`src/rtl/birth_scan_ctrl.sv`:
```
// Birthday-digit scan sequencer: drives the lookup index and registers the returned digit.
// Optional build macro SCAN_ONESHOT_EN: RUN stops after one full pass (wrap returns to IDLE).
module birth_scan_ctrl #(
  parameter int unsigned NUM_DIGITS = 8,
  parameter int unsigned DIV        = 4,
  parameter int unsigned DIV_W      = 16
) (
  input  logic       CLK,
  input  logic       RST,
  input  logic       start,
  input  logic       stop,
  input  logic       step,
  input  logic       dir,
  output logic [2:0] idx,
  input  logic [3:0] digit_in,
  output logic [3:0] digit_out,
  output logic [7:0] an,
  output logic       valid,
  output logic       wrap,
  output logic       busy
);

  localparam logic [2:0]       IDX_LAST   = 3'(NUM_DIGITS - 1);
  localparam logic [DIV_W-1:0] PRESC_LAST = DIV_W'(DIV - 1);

  typedef enum logic [1:0] {
    S_IDLE  = 2'd0,
    S_RUN   = 2'd1,
    S_PAUSE = 2'd2
  } state_e;

  state_e           state_q, state_d;
  logic [2:0]       idx_q, idx_d;
  logic [DIV_W-1:0] presc_q, presc_d;
  logic [3:0]       digit_out_q, digit_out_d;
  logic [7:0]       an_q, an_d;
  logic             valid_q, valid_d;
  logic             wrap_q, wrap_d;
  logic             busy_q, busy_d;
  logic             chg_q, chg_d;

  logic             do_adv;
  logic [2:0]       adv_base;
  logic [3:0]       adv_res;

  // Returns {wrapped, next_index} for one advance in the given direction.
  function automatic logic [3:0] next_idx(input logic [2:0] cur, input logic down);
    logic [3:0] r;
    if (!down) begin
      r = (cur == IDX_LAST) ? 4'b1000 : {1'b0, cur + 3'd1};
    end else begin
      r = (cur == 3'd0) ? {1'b1, IDX_LAST} : {1'b0, cur - 3'd1};
    end
    return r;
  endfunction

  always_comb begin
    state_d  = state_q;
    idx_d    = idx_q;
    presc_d  = presc_q;
    wrap_d   = 1'b0;
    do_adv   = 1'b0;
    adv_base = idx_q;
    adv_res  = 4'b0000;

    // Command decode, priority stop > start > step.
    case (state_q)
      S_IDLE: begin
        idx_d    = 3'd0;
        adv_base = 3'd0;
        if (!stop) begin
          if (start) begin
            state_d = S_RUN;
            presc_d = '0;
          end else if (step) begin
            do_adv  = 1'b1;
            state_d = S_PAUSE;
          end
        end
      end
      S_RUN: begin
        if (stop) begin
          state_d = S_PAUSE;
        end else if (presc_q == PRESC_LAST) begin
          presc_d = '0;
          do_adv  = 1'b1;
        end else begin
          presc_d = presc_q + DIV_W'(1);
        end
      end
      S_PAUSE: begin
        if (stop) begin
          state_d = S_IDLE;
          idx_d   = 3'd0;
          presc_d = '0;
        end else if (start) begin
          state_d = S_RUN;
        end else if (step) begin
          do_adv = 1'b1;
        end
      end
      default: begin
        state_d = S_IDLE;
        idx_d   = 3'd0;
        presc_d = '0;
      end
    endcase

    if (do_adv) begin
      adv_res = next_idx(adv_base, dir);
      idx_d   = adv_res[2:0];
      wrap_d  = adv_res[3];
`ifdef SCAN_ONESHOT_EN
      // One pass per start: the wrapping auto-advance ends the scan.
      if ((state_q == S_RUN) && adv_res[3]) begin
        state_d = S_IDLE;
        presc_d = '0;
      end
`endif
    end

    // Capture one cycle after idx moves; digit_in already reflects the new idx.
    chg_d       = (idx_d != idx_q);
    valid_d     = chg_q;
    digit_out_d = chg_q ? digit_in : digit_out_q;
    an_d        = chg_q ? (8'b0000_0001 << idx_q) : an_q;
    busy_d      = (state_d == S_RUN);
  end

  always_ff @(posedge CLK or posedge RST) begin
    if (RST) begin
      state_q     <= S_IDLE;
      idx_q       <= 3'd0;
      presc_q     <= '0;
      digit_out_q <= 4'd0;
      an_q        <= 8'b0000_0001;
      valid_q     <= 1'b0;
      wrap_q      <= 1'b0;
      busy_q      <= 1'b0;
      chg_q       <= 1'b0;
    end else begin
      state_q     <= state_d;
      idx_q       <= idx_d;
      presc_q     <= presc_d;
      digit_out_q <= digit_out_d;
      an_q        <= an_d;
      valid_q     <= valid_d;
      wrap_q      <= wrap_d;
      busy_q      <= busy_d;
      chg_q       <= chg_d;
    end
  end

  assign idx       = idx_q;
  assign digit_out = digit_out_q;
  assign an        = an_q;
  assign valid     = valid_q;
  assign wrap      = wrap_q;
  assign busy      = busy_q;

endmodule

```
`config.mk`:
```
export PLATFORM = sky130hd
export DESIGN_NAME = birth_scan_ctrl
export DESIGN_NICKNAME = d
export VERILOG_FILES = /design/src/rtl/birth_scan_ctrl.sv
export SDC_FILE = /design/constraint.sdc
export NUM_CORES = 1
export LEC_CHECK = 0
export ABC_AREA = 1
export CAP_MARGIN = 10
export CORE_MARGIN = 3
export CORE_UTILIZATION = 50
export CTS_BUF_LIST = sky130_fd_sc_hd__clkbuf_16
export CTS_CLUSTER_SIZE = 40
export DETAILED_ROUTE_END_ITERATION = 12
export GPL_TIMING_DRIVEN = 0
export HOLD_SLACK_MARGIN = 0.08
export PLACE_DENSITY = 0.74
export REMOVE_ABC_BUFFERS = 1
export SETUP_SLACK_MARGIN = 0.05
export SYNTH_ARGS = -nofsm -noshare
export SYNTH_HDL_FRONTEND = slang
export SYNTH_SLANG_ARGS = --single-unit
```
`constraint.sdc`:
```
create_clock -name CLK -period 3.1 [get_ports CLK]
set_input_delay 0.31 -clock CLK [delete_from_list [all_inputs] [get_ports CLK]]
set_output_delay 0.31 -clock CLK [all_outputs]
set_load 0.01 [all_outputs]
```
* Yosys cells after proc, flatten, opt, wreduce, memory -nomap -nowiden
Index checks and enable logic that the tools add are counted.
** Cells by class
- Add/subtract/negate cells :: 3
- Shift-type cells :: 1
- Reduce and logical (&&, ||, !) cells :: 4
- Eq/ne operators :: 10
- Mux-type cells :: 27
** Operator list (count)
- $mux 16 :: 5
- $pmux 16 s3 :: 1
- $add 16x1->16 const B :: 1
- $eq 16x2->1 const B :: 1
- $mux 2 :: 6
- $mux 4 :: 3
- $mux 3 :: 3
- $ne 2x2->1 const B :: 4
- $shl 1x3->8 const A :: 1
- $mux 1 :: 6
- $pmux 2 s3 :: 1
- $pmux 3 s2 :: 1
- $eq 2x1->1 const B :: 2
- $reduce_and 4->1 :: 1
- $add 3x1->3 const B :: 1
- $eq 3x3->1 const B :: 1
- $logic_not 3->1 :: 1
- $ne 3x3->1 :: 1
- $sub 3x1->3 const B :: 1
- $eq 2x2->1 const B :: 1
- $logic_not 2->1 :: 1
- $pmux 1 s2 :: 1
- $reduce_or 2->1 :: 1
** Storage, ports and cells
- Word-level logic and storage cells :: 54
- Bits in registers :: 37
- Input port bits :: 10
- Output and inout port bits :: 18

* Depth between registers and ports, before layout
- Depth after elaboration :: 7
- Gate-level depth with buffers :: 14
- Depth with buffers taken out :: 14

* Least setup slack after synthesis
No wires, ideal clock.
- Path kind :: register to register
- Start :: register state_q[0]
- End :: register chg_q
- Data arrival time :: 1816 ps
- Setup slack :: 1160 ps
- Buffers on the path :: 0
- Stages on the path, launching flop included :: 15
- Required time :: 2976 ps
- Library setup time :: 124 ps
- Clock period less this slack :: 1940 ps
- Cell sequence :: dfrtp_1 inv_1 ha_1 nor2_1 inv_1 ha_1 nand3b_1 nand2_1 nor2_1 nor2_1 nand3_1 nand3_1 nand2_1 inv_1 nand3_1
** On the way
- Cells in the longest elaborated chain, start to end :: 7
- Elaborated cells on any way between the ends :: 16
- Classes of those cells :: add/sub (2); eq/ne (4); mux (7); reduce/logical (3)
** Ends and longest elaborated chain
- from (decl) :: line 32 : state_e state_q, state_d;
- from (signal assigned) :: line 142 : state_q <= state_d;
- $logic_not 2->1 :: line 67 : case (state_q)
- $mux 3 :: line 67
- $add 3x1->3, or another cell as far along :: line 50 : r = (cur == IDX_LAST) ? 4'b1000 : {1'b0, cur + 3'd1};
- $mux 4, on equally long branches :: line 50, 52
- $mux 4 :: line 49 : if (!down) begin
- $mux 3 * :: line 109 : if (do_adv) begin
- $ne 3x3->1 * :: line 123 : chg_d = (idx_d != idx_q);
- net chg_d :: line 40 : logic chg_q, chg_d;
- to (signal assigned) :: line 150 : chg_q <= chg_d;
- to (decl) :: line 40
Mark *: on every way through the listed nets, which the timed path passes. The rest lies on a longest branch.
A chain may end at the register's enable or synchronous reset.

* Worst setup path after layout
Same ends and word-level chain as after synthesis.

==> impl_summary.md <==
GRT
The number of global-route vias before repair is 1733. The number of antenna violations at the first check in global routing is 0. The global-route wire length before repair is a little under 8 mm. For this run, the total global-route usage over all layers was measured as 0.191. The overflow left after global routing is 0.

Entering global routing, the biggest net connects 38 pins.

STA
At the pin with the least slew margin, the transition time is 746 ps. The worst hold slack across all endpoints is 482 ps. The number of hold-slack violations in the final timing report was 0.

Timing would allow up to 447 MHz. Setup repair after global routing left no endpoint under its margin. Of the available clock period, the critical path in the final layout requires 0.722.

The clock skew is about 4.7 ps. The clock period minus worst slack is between 2000 and 2500 ps. The max-slew violation count was 0. In the final timing run, aggregate negative setup slack is 0 ps. The number of failing setup endpoints in the final timing report is 0.

In this run the tightest slew margin relative to its limit is 0.502.

Synth
The synthesized-area fraction occupied by ao, oa, aoi and oai cells is 0.100. For this run, the leading register cell type out of synthesis is sky130_fd_sc_hd__dfrtp_1. The fraction of synthesized area in multiplexers is 0.0213. The synthesized design spends more area on one cell type than any other, namely sky130_fd_sc_hd__dfrtp_1. Yosys attributes the largest share of cell area to sky130_fd_sc_hd__dfrtp_1, sky130_fd_sc_hd__nand2_1, sky130_fd_sc_hd__inv_1. The post-synthesis xor/xnor area fraction is 0.00415.

The share of synthesized area in the top cell type comes to 0.427. Each instance of the synthesized netlist takes up on average a little under 8 sq um. The largest family of logic cells by synthesized area is simple AND/OR/NAND/NOR gates. The synthesized netlist contains 35 unique library cells. The post-synthesis adder-cell area fraction is 0.0533. The sequential fraction of the synthesis area is 0.439. In the synthesized netlist the async set-or-reset flop fraction comes to 1.00. The number of register bits inferred by synthesis is 37.

The count of flip-flops with a built-in enable after synthesis is 0. The cell area after synthesis is 2110 sq um. The count of synthesis-stage warnings from yosys is 0. The synthesized instance count is 266. Of the total synthesized cell area, the portion taken by AND, OR, NAND and NOR gates is 0.288.

Cells and area
The library cell used most frequently in the layout, excluding fill and tap cells, is sky130_fd_sc_hd__nand2_1. The end-of-flow core utilization is 0.671. The total area of multi-input combinational cells is slightly below 1000 sq um. The filler cells instantiated in the layout total 345. Leaving out fill and tap cells, the most frequent cells in the layout are sky130_fd_sc_hd__nand2_1, sky130_fd_sc_hd__inv_1, sky130_fd_sc_hd__dfrtp_1. The area taken by flip-flops and latches is 927 sq um. The net count of the finished layout is 315.

The cell area after layout is 2590 sq um. Of the cells placed in the final design, the portion with a size suffix greater than 1 is 0.0875. The diode insertion count for antenna repair is 0. The area growth from synthesis to layout is 22.6%.

Floorplan
The die is 71.0 um wide. The floorplan step defined a core boundary enclosing 3850 sq um. The number of placed I/O pins is 28. The area enclosed by the die boundary is just over 5000 sq um.

The initial cell density of the core is 0.548. The row count is 22. The die is around 71 um tall.

Setup path
Data on the critical path is required at its endpoint by 3260 ps. In this run the worst path has a maximum fanout of 6. Traced cell by cell, the critical path runs through inv_1 -> ha_1 -> nor2_1 -> inv_1 -> ha_1 -> nand3b_1 -> nand2_1 -> nor2_1 -> nor2_1 -> nand3_1 -> nand3_1 -> nand2_1 -> inv_1 -> nand3_1. The type of the worst setup path is flop to flop. For this run, the slowest stage of the critical path takes 410 ps. On the critical path, the stage with the largest delay is an instance of sky130_fd_sc_hd__dfrtp_1.

STA classifies the critical path startpoint as a flop. The data arrival time of the critical path is 2400 ps. The kind of end point of the critical path is a flop.

The startpoint identified for the worst register-to-register timing path is state_q[0]. The most critical setup path has its startpoint at state_q[0].

Clocking
The clock transition at the registers of the reported paths is 60 ps. The number of sinks on the clock net is 37. The cell at the root of the clock tree is sky130_fd_sc_hd__clkbuf_16. Counting along the longest clock path gives a buffer depth of 2. Once the clock tree was built, the resizer swapped 0 gates to a different size. Buffers added to address setup during post-CTS repair amount to 0. The clock tree from TritonCTS is yes. The clock latency on the worst-skew pair is around 280 ps.

TritonCTS created 5 clock buffers. The total number of H-tree levels is 2. The hold buffer count at CTS is 0.

Outcome
The flow ran to the end, and the final reports show no timing, DRC or antenna violations.

Detailed routing
The first-pass iteration count of the detailed router is 5. The detail route stage leaves a number of antenna-violating nets equal to 0. The final routed DRC violation total is 0. The mean routed wirelength per cell is 12.7 um.

The routed layout has between 1.5k and 2k vias. The final layout contains routed wiring with a total length of 4.38 mm. The number of vias per cell after detailed routing is 5.38. The initial detailed-routing violation count is 153.

Pwr
In this run the static leakage power is 1.17 nW. The ratio of total power to cell area is roughly 700 nW/um^2. VDD sags by at most 0.581 mV. The overall power of the completed layout is 1.83 mW.

Placed design
Routability-driven placement finished with a final weighted congestion of 0.833. Port buffering added 27 buffers. Once detailed placement completed, the half-perimeter wirelength came to 3.22 mm. The placed instances occupy a cell area of 2420 sq um.

Hold path
The worst min-delay path class is primary input to asynchronous set/reset pin.

Run
Max-cap violations in this run came to 0.
==> layer usage <==
| layer | global-route usage | wire length, um |
|---|---|---|
| met2 | 0.318 | 2100 |
| met5 | 0 | 0 |
| met4 | 0.0564 | 61 |
| met1 | 0.237 | 2000 |
| met3 | 0.0625 | 218 |
==> power by group <==
group	internal (mW)	total [mW]	switching, mW
clock network	0.380	0.576	0.196
registers	0.575	0.652	0.0773
logic	0.265	0.605	0.340
total	1.22	1.83	0.613
==> flip-flops by register name (all words and copies together), names as in the netlist <==
name	count
an	8
busy	1
chg_q	1
digit_out	4
idx	3
presc_q	16
state_q	2
valid	1
wrap	1
==> cells in the mapped netlist (2+ instances only) <==
cell type,n
sky130_fd_sc_hd__dfrtp_1,36
sky130_fd_sc_hd__o21ai_0,6
sky130_fd_sc_hd__nor2_2,2
sky130_fd_sc_hd__nand3b_1,2
sky130_fd_sc_hd__nor3_2,2
sky130_fd_sc_hd__inv_2,2
sky130_fd_sc_hd__inv_1,44
sky130_fd_sc_hd__nor2_1,35
sky130_fd_sc_hd__nand4_1,7
sky130_fd_sc_hd__a211oi_1,2
sky130_fd_sc_hd__a21oi_1,7
sky130_fd_sc_hd__o22ai_1,9
sky130_fd_sc_hd__ha_1,9
sky130_fd_sc_hd__nand2_1,49
sky130_fd_sc_hd__nand3_1,20
sky130_fd_sc_hd__nor3_1,11
sky130_fd_sc_hd__mux2_2,4
sky130_fd_sc_hd__o211ai_1,2
==> per-stage QoR <==
stage | setup WS (ps) | std cells
after floorplan | 1160 | 262
after global placement | 937 | 337
after detailed placement | 900 | 337
after CTS | 860 | 345
after global routing | 604 | 345
final | 862 | 345
==> critical path: cells and delay by family, from the launching register on <==
family | cells | cell delay, ps
adders and majority gates | 2 | 500
DFF | 1 | 410
and+or+nand+nor | 9 | 940
buffers and inverters | 3 | 250
==> kinds of logic after synthesis <==
logic type,Yosys count
and+or+nand+nor,133
buffers and inverters,50
DFF,37
AOI/OAI and AO/OA,32
adders and majority gates,9
muxes,4
xor gates and xnor gates,1
==> cell type report <==
type	instances	share of cell area
Timing Repair Buffer	27	0.104
Clock inverter	3	0.0179
Inverter	46	0.0667
Multi-Input combinational cell	179	0.381
Sequential cell	37	0.358
Tap cell	48	0.0232
Clock buffer	5	0.0484
==> final timing paths <==
check / slack (ps) / end / cells past startpoint
worst max register to register: 860 / chg_q / 14
max in group asynchronous: 2140 / presc_q[2] / 2
worst max-delay path: 860 / chg_q / 14
worst min register to register: 490 / an[0] / 2
min in group CLK: 490 / an[0] / 2
worst min-delay path: 480 / digit_out[0] / 2
Power figures use the tool's default switching activity.
